$ cat src/rtl/mem_arb_pkg.sv
// Shared types and default limits for the fetch/data memory port arbiter.
package mem_arb_pkg;

    typedef enum logic [1:0] {
        IDLE = 2'd0,
        BUSY = 2'd1,
        RESP = 2'd2
    } arb_state_e;

    typedef enum logic {
        OWN_I = 1'b0,
        OWN_D = 1'b1
    } owner_e;

    localparam int DEF_TIMEOUT      = 255;
    localparam int DEF_STARVE_LIMIT = 2;

endpackage

$ cat src/rtl/mem_port_arbiter_if.sv
// Fetch, memory-stage and unified memory port signals; slave is the arbiter's view,
// master is the view of the requesters and the memory together.
interface mem_port_arbiter_if;

    logic        if_req;
    logic [31:0] if_addr;
    logic        if_ready;
    logic [31:0] if_rdata;

    logic        dm_req;
    logic        dm_we;
    logic [31:0] dm_addr;
    logic [31:0] dm_wdata;
    logic        dm_ready;
    logic [31:0] dm_rdata;

    logic        mem_req;
    logic        mem_we;
    logic [31:0] mem_addr;
    logic [31:0] mem_wdata;
    logic        mem_ack;
    logic [31:0] mem_rdata;

    logic        bus_err;

    modport slave (
        input  if_req, if_addr, dm_req, dm_we, dm_addr, dm_wdata, mem_ack, mem_rdata,
        output if_ready, if_rdata, dm_ready, dm_rdata,
        output mem_req, mem_we, mem_addr, mem_wdata, bus_err
    );

    modport master (
        output if_req, if_addr, dm_req, dm_we, dm_addr, dm_wdata, mem_ack, mem_rdata,
        input  if_ready, if_rdata, dm_ready, dm_rdata,
        input  mem_req, mem_we, mem_addr, mem_wdata, bus_err
    );

endinterface

$ cat src/rtl/timeout_counter.sv
// Counts cycles while enabled; expired flags the last allowed cycle (count == TIMEOUT-1).
module timeout_counter
    import mem_arb_pkg::*;
#(
    parameter int TIMEOUT = DEF_TIMEOUT
) (
    input  logic clk,
    input  logic reset,
    input  logic enable,
    input  logic clear,
    output logic expired
);

    localparam int CW = (TIMEOUT > 1) ? $clog2(TIMEOUT) : 1;

    logic [CW-1:0] count;

    assign expired = (count == CW'(TIMEOUT - 1));

    // Hold at the limit so a stalled owner cannot wrap back to zero.
    always_ff @(posedge clk or posedge reset) begin
        if (reset) begin
            count <= '0;
        end else if (clear) begin
            count <= '0;
        end else if (enable && !expired) begin
            count <= count + 1'b1;
        end
    end

endmodule

$ cat src/rtl/mem_port_arbiter.sv
// Shares one memory port between instruction fetch (I) and the memory stage (D),
// with D priority, starvation relief for I and a bus timeout.
module mem_port_arbiter
    import mem_arb_pkg::*;
#(
    parameter int TIMEOUT      = DEF_TIMEOUT,
    parameter int STARVE_LIMIT = DEF_STARVE_LIMIT
) (
    input  logic               clk,
    input  logic               reset,
    mem_port_arbiter_if.slave  bus
);

    localparam int SW = $clog2(STARVE_LIMIT + 2);

    arb_state_e    state;
    owner_e        owner;
    logic [SW-1:0] d_streak;
    logic [31:0]   addr_q;
    logic [31:0]   wdata_q;
    logic          we_q;
    logic          mem_req_q;
    logic          if_ready_q;
    logic          dm_ready_q;
    logic          bus_err_q;
    logic [31:0]   if_rdata_q;
    logic [31:0]   dm_rdata_q;

    logic          starved;
    logic          i_wins;
    logic          expired;
    logic          tmo_en;
    logic          tmo_clr;
    logic          done;
    logic [31:0]   resp_data;

    assign starved   = (d_streak == SW'(STARVE_LIMIT));
    assign i_wins    = bus.if_req && (!bus.dm_req || starved);
    assign done      = bus.mem_ack || expired;
    assign resp_data = bus.mem_ack ? bus.mem_rdata : '0;

    // The counter only runs inside BUSY and restarts for every transaction.
    assign tmo_en  = (state == BUSY);
    assign tmo_clr = (state != BUSY) || done;

    timeout_counter #(
        .TIMEOUT (TIMEOUT)
    ) u_timeout (
        .clk     (clk),
        .reset   (reset),
        .enable  (tmo_en),
        .clear   (tmo_clr),
        .expired (expired)
    );

    always_ff @(posedge clk or posedge reset) begin
        if (reset) begin
            state      <= IDLE;
            owner      <= OWN_I;
            d_streak   <= '0;
            addr_q     <= '0;
            wdata_q    <= '0;
            we_q       <= 1'b0;
            mem_req_q  <= 1'b0;
            if_ready_q <= 1'b0;
            dm_ready_q <= 1'b0;
            bus_err_q  <= 1'b0;
            if_rdata_q <= '0;
            dm_rdata_q <= '0;
        end else begin
            // Completion strobes live for the single RESP cycle only.
            if_ready_q <= 1'b0;
            dm_ready_q <= 1'b0;
            bus_err_q  <= 1'b0;
            case (state)
                IDLE: begin
                    if (!bus.if_req) d_streak <= '0;
                    if (bus.if_req || bus.dm_req) begin
                        state     <= BUSY;
                        mem_req_q <= 1'b1;
                        if (i_wins) begin
                            owner    <= OWN_I;
                            addr_q   <= bus.if_addr;
                            we_q     <= 1'b0;
                            wdata_q  <= '0;
                            d_streak <= '0;
                        end else begin
                            owner   <= OWN_D;
                            addr_q  <= bus.dm_addr;
                            we_q    <= bus.dm_we;
                            wdata_q <= bus.dm_wdata;
                            if (bus.if_req && !starved) d_streak <= d_streak + 1'b1;
                        end
                    end
                end
                BUSY: begin
                    // mem_ack takes precedence over a coincident timeout.
                    if (done) begin
                        state     <= RESP;
                        mem_req_q <= 1'b0;
                        we_q      <= 1'b0;
                        bus_err_q <= !bus.mem_ack;
                        if (owner == OWN_I) begin
                            if_ready_q <= 1'b1;
                            if_rdata_q <= resp_data;
                        end else begin
                            dm_ready_q <= 1'b1;
                            dm_rdata_q <= resp_data;
                        end
                    end
                end
                RESP: begin
                    state <= IDLE;
                end
                default: begin
                    state     <= IDLE;
                    mem_req_q <= 1'b0;
                    we_q      <= 1'b0;
                end
            endcase
        end
    end

    assign bus.mem_req   = mem_req_q;
    assign bus.mem_we    = we_q;
    assign bus.mem_addr  = addr_q;
    assign bus.mem_wdata = wdata_q;
    assign bus.if_ready  = if_ready_q;
    assign bus.if_rdata  = if_rdata_q;
    assign bus.dm_ready  = dm_ready_q;
    assign bus.dm_rdata  = dm_rdata_q;
    assign bus.bus_err   = bus_err_q;

endmodule

$ cat src/flat_wrapper.sv
// flat-port wrapper written by rule: the top's interface ports become plain ports
module mem_port_arbiter_flat import mem_arb_pkg::*;
#(
    parameter int TIMEOUT      = DEF_TIMEOUT,
    parameter int STARVE_LIMIT = DEF_STARVE_LIMIT
)
  (clk, reset, bus_if_req, bus_if_addr, bus_dm_req, bus_dm_we, bus_dm_addr, bus_dm_wdata, bus_mem_ack, bus_mem_rdata, bus_if_ready, bus_if_rdata, bus_dm_ready, bus_dm_rdata, bus_mem_req, bus_mem_we, bus_mem_addr, bus_mem_wdata, bus_bus_err);
  mem_port_arbiter_if bus_i ();
  input  logic clk;
  input  logic reset;
  input wire logic [$bits(bus_i.if_req)-1:0] bus_if_req;
  input wire logic [$bits(bus_i.if_addr)-1:0] bus_if_addr;
  input wire logic [$bits(bus_i.dm_req)-1:0] bus_dm_req;
  input wire logic [$bits(bus_i.dm_we)-1:0] bus_dm_we;
  input wire logic [$bits(bus_i.dm_addr)-1:0] bus_dm_addr;
  input wire logic [$bits(bus_i.dm_wdata)-1:0] bus_dm_wdata;
  input wire logic [$bits(bus_i.mem_ack)-1:0] bus_mem_ack;
  input wire logic [$bits(bus_i.mem_rdata)-1:0] bus_mem_rdata;
  output wire logic [$bits(bus_i.if_ready)-1:0] bus_if_ready;
  output wire logic [$bits(bus_i.if_rdata)-1:0] bus_if_rdata;
  output wire logic [$bits(bus_i.dm_ready)-1:0] bus_dm_ready;
  output wire logic [$bits(bus_i.dm_rdata)-1:0] bus_dm_rdata;
  output wire logic [$bits(bus_i.mem_req)-1:0] bus_mem_req;
  output wire logic [$bits(bus_i.mem_we)-1:0] bus_mem_we;
  output wire logic [$bits(bus_i.mem_addr)-1:0] bus_mem_addr;
  output wire logic [$bits(bus_i.mem_wdata)-1:0] bus_mem_wdata;
  output wire logic [$bits(bus_i.bus_err)-1:0] bus_bus_err;
  assign bus_i.if_req = bus_if_req;
  assign bus_i.if_addr = bus_if_addr;
  assign bus_i.dm_req = bus_dm_req;
  assign bus_i.dm_we = bus_dm_we;
  assign bus_i.dm_addr = bus_dm_addr;
  assign bus_i.dm_wdata = bus_dm_wdata;
  assign bus_i.mem_ack = bus_mem_ack;
  assign bus_i.mem_rdata = bus_mem_rdata;
  assign bus_if_ready = bus_i.if_ready;
  assign bus_if_rdata = bus_i.if_rdata;
  assign bus_dm_ready = bus_i.dm_ready;
  assign bus_dm_rdata = bus_i.dm_rdata;
  assign bus_mem_req = bus_i.mem_req;
  assign bus_mem_we = bus_i.mem_we;
  assign bus_mem_addr = bus_i.mem_addr;
  assign bus_mem_wdata = bus_i.mem_wdata;
  assign bus_bus_err = bus_i.bus_err;
  mem_port_arbiter #(.TIMEOUT(TIMEOUT), .STARVE_LIMIT(STARVE_LIMIT)) u_core (.clk(clk), .reset(reset), .bus(bus_i));
endmodule
$ cat config.mk
export PLATFORM = sky130hd
export DESIGN_NAME = mem_port_arbiter_flat
export DESIGN_NICKNAME = d
export VERILOG_FILES = /design/src/rtl/mem_arb_pkg.sv /design/src/rtl/mem_port_arbiter_if.sv /design/src/rtl/timeout_counter.sv /design/src/rtl/mem_port_arbiter.sv /design/src/flat_wrapper.sv
export SDC_FILE = /design/constraint.sdc
export NUM_CORES = 1
export LEC_CHECK = 0
export ABC_AREA = 1
export BUFFER_PORTS_ARGS = -buffer_cell sky130_fd_sc_hd__buf_2
export CAP_MARGIN = 0
export CORE_MARGIN = 8
export CORE_UTILIZATION = 35
export CTS_CLUSTER_SIZE = 8
export DETAILED_ROUTE_END_ITERATION = 7
export SETUP_SLACK_MARGIN = 0.5
export SYNTH_ARGS = -nofsm -noshare
export SYNTH_HDL_FRONTEND = slang
export SYNTH_SLANG_ARGS = --single-unit
export TNS_END_PERCENT = 5
$ cat constraint.sdc
create_clock -name clk -period 7.2 [get_ports clk]
set_clock_uncertainty 0.05 [all_clocks]
set_input_delay 1.44 -clock clk [delete_from_list [all_inputs] [get_ports clk]]
set_output_delay 1.44 -clock clk [all_outputs]
set_load 0.005 [all_outputs]
==> out/qor.yml <==
finish:
  nets: 1133
  instances_no_fill: 1239
  syn_to_final_growth_pct: 31.32
  most-common-layout-cells: "274 x nand2_1, 266 x buf_2, 146 x dfrtp_1"
  drive_gt1_frac: 0.3092
  layout_commonest_cell: "nand2_1"
global_routing:
  first_global_vias: 5834
  grt_overflow: 0
  antenna_found_initial: 0
  track_usage: 0.1780
  grt_pass1_wl_um: 31840
  grt_max_degree: 84
synth:
  synth.avg_cell_area_um2: 8.470
  synth_area_leaders: "dfrtp_1 57%, nand2_1 16%, nand4_1 6.4%"
  synth_top_area_share: 0.5683
  synthCells: 759
  ys_seq_area_frac: 0.5683
  synth_nets: 896
  syn_area_mm2: 0.006429
  yosysWarnings: 0
  netlist.top_cell.by_area: "dfrtp_1"
  synth_cell_type_count: 26
  synth-seq-cells: 146
clock_network:
  clkTransAtPathRegs_ps: 60
  cts_max_path_buffers: 2
  cts_resized: 0
  cts.sinks: 146
  ctsRootBufferMaster: "clkbuf_16"
  cts_made_buffers: 17
  cts_setup_buffers: 0
  cts_tree: "built"
  htree_levels: 4
  holdBufCountCts: 0
  insertion_delay_ps: 410
drt:
  drtIter0Drc: 379
  drc: 0
  antenna_left: 0
  avgViaCountPerCell: 4.792
  vias: 5937
  first_pass_iters: 6
  wl_per_cell_um: 16.65
  wirelength_um: 20630
placed_design:
  dp_hpwl_um: 14160
  place.gp.congestion: 0.7737
  placed_cells: 1206
  io_buffer_count: 266
floorplan:
  die_w_um: 151.5
  fp.dieH_um: 151.5
  rows: 49
  initial_core_util: 0.3567
  die_area_mm2: 0.02296
  coreArea_mm2: 0.01802
  ios: 267
pwr:
  p_int_uw: 2203
  power_density_mw_per_mm2: 411.2
  clkPwrFrac: 0.271
  p_sw_uw: 1268
  vdd_drop_max_uv: 244.6
  combPwrFrac: 0.343
  p_leak_uw: 0.004885
  p_seq_frac: 0.386
  swShare: 0.3654
sta:
  tightest_slew_ps: 1168
  period_needed_ps: 3504
  min_period_over_period: 0.4867
  slew_viol_final: 0
  setup_viol: 0
  slew_headroom: 0.2212
  fin_tns_setup_ps: 0
  fmax_mhz: 285.4
  rsz0062_at_grt: "no"
  hold_viol: 0
hold_path:
  min_path_type: "reg2reg"
  hp-start: "u_core.bus.dm_rdata[0]$_DFFE_PP0P_"
  hold_depth: 2
worst_setup_path:
  critPathKind: "in2reg"
  start_kind: "input port"
  critPathArrivalTime_ps: 3750
  end_kind: "flop"
  path_max_fanout: 67
  startpoint: "bus_mem_ack"
  reg2reg_depth: 9
  cp.required_ps: 7440
  r2r-start: "u_core.u_timeout.count[0]$_DFFE_PP0P_"
flow_run:
  maxCapViolations: 0
run_status:
  status: "complete, no violations"
==> through the flow <==
| step | total power (uW) | utilization | area (um^2) | worst slack, ps | hold slack (ps) |
|---|---|---|---|---|---|
| 2_1_floorplan | 1982 | - | 6429 | 1787 | 403.0 |
| 3_3_place_gp | 2535 | 0.4337 | 7818 | 3307 | 402.1 |
| 3_5_place_dp | 2559 | 0.4337 | 7818 | 3257 | 403.1 |
| 4_1_cts | 3516 | 0.4682 | 8439 | 3694 | 418.7 |
| 5_1_grt | 3717 | 0.4682 | 8439 | 3445 | 437.6 |
| 6_report | 3471 | 0.4683 | 8442 | 3696 | 415.3 |
==> synthesized netlist by cell type <==
master / number
a21oi_1: 1
a21oi_2: 1
buf_2: 30
buf_4: 2
buf_6: 6
clkbuf_1: 17
clkinv_1: 1
dfrtp_1: 146
ha_1: 3
inv_1: 47
inv_2: 3
nand2_1: 274
nand2_2: 1
nand2_4: 1
nand3_1: 36
nand3_2: 2
nand3b_1: 1
nand4_1: 66
nor2_1: 43
nor2_2: 3
nor3_1: 3
nor3b_1: 1
o21ai_0: 52
o21ai_1: 16
xnor2_1: 2
xor2_1: 1
==> per-layer routing <==
layer,up-vias,share of wire,global-route usage
met1,2817,0.44,0.2250
met3,21,0.058,0.05049
met2,174,0.49,0.2882
met4,0,0.018,0.05977
met5,-,0,0
li1,2925,-,-
==> cell families (layout without fill, tap and decap cells) <==
kind of cell / Yosys count / after routing / synth area share
AOI/OAI and AO/OA: 70 / 70 / 0.05508
other: 0 / 1 / 0
DFF: 146 / 146 / 0.5683
xor gates and xnor gates: 3 / 3 / 0.004088
adders and majority gates: 3 / 3 / 0.005839
and+or+nand+nor: 431 / 431 / 0.2908
buffers and inverters: 106 / 356 / 0.07590
==> power groups by stage <==
stage / Clock [uW] / Sequential, uW / Combinational [uW]
after global routing: 999 / 1380 / 1340
after detailed placement: 0 / 1350 / 1210
final: 941 / 1340 / 1190
after floorplan: 0 / 1360 / 619
after CTS: 965 / 1340 / 1210
after global placement: 0 / 1350 / 1190
==> cell type report <==
type	instances	area, um^2
inverters	51	196.4
flip-flops and latches	146	3654
multi-input cells	507	2297
well taps	229	286.5
repair buffers	273	1384
diodes	1	2.502
clock buffers	24	471.7
fillers	1826	9583
clock inverters	8	150.1
==> sequential cells by signal, summed over array words and instances, names as in the netlist <==
| register | cells |
|---|---|
| u_core.bus.dm_rdata | 32 |
| u_core.bus.if_rdata | 32 |
| u_core.bus.mem_addr | 32 |
| u_core.bus.mem_wdata | 32 |
| u_core.u_timeout.count | 8 |
| u_core.d_streak | 2 |
| u_core.state | 2 |
| u_core.bus.bus_err | 1 |
| u_core.bus.dm_ready | 1 |
| u_core.bus.if_ready | 1 |
| u_core.bus.mem_req | 1 |
| u_core.bus.mem_we | 1 |
| u_core.owner | 1 |
==> final timing paths <==
path / endpoint / slack [ps]
setup / recovery: u_core.bus.if_rdata[30]$_DFFE_PP0P_ / 3700
hold / removal: u_core.bus.dm_rdata[0]$_DFFE_PP0P_ / 420
setup reg to reg: u_core.bus.if_rdata[30]$_DFFE_PP0P_ / 4600
hold reg to reg: u_core.bus.dm_rdata[0]$_DFFE_PP0P_ / 420
max in group asynchronous: u_core.bus.mem_addr[22]$_DFFE_PP0P_ / 4650
min in group asynchronous: u_core.u_timeout.count[2]$_DFFE_PP0P_ / 1110
==> worst max-delay path: stages <==
cell,delay [ps]
buf_2,510
inv_1,160
nand2_4,540
nand3_2,740
nand2_1,250
nand2_1,70
Power figures use the tool's default switching activity.
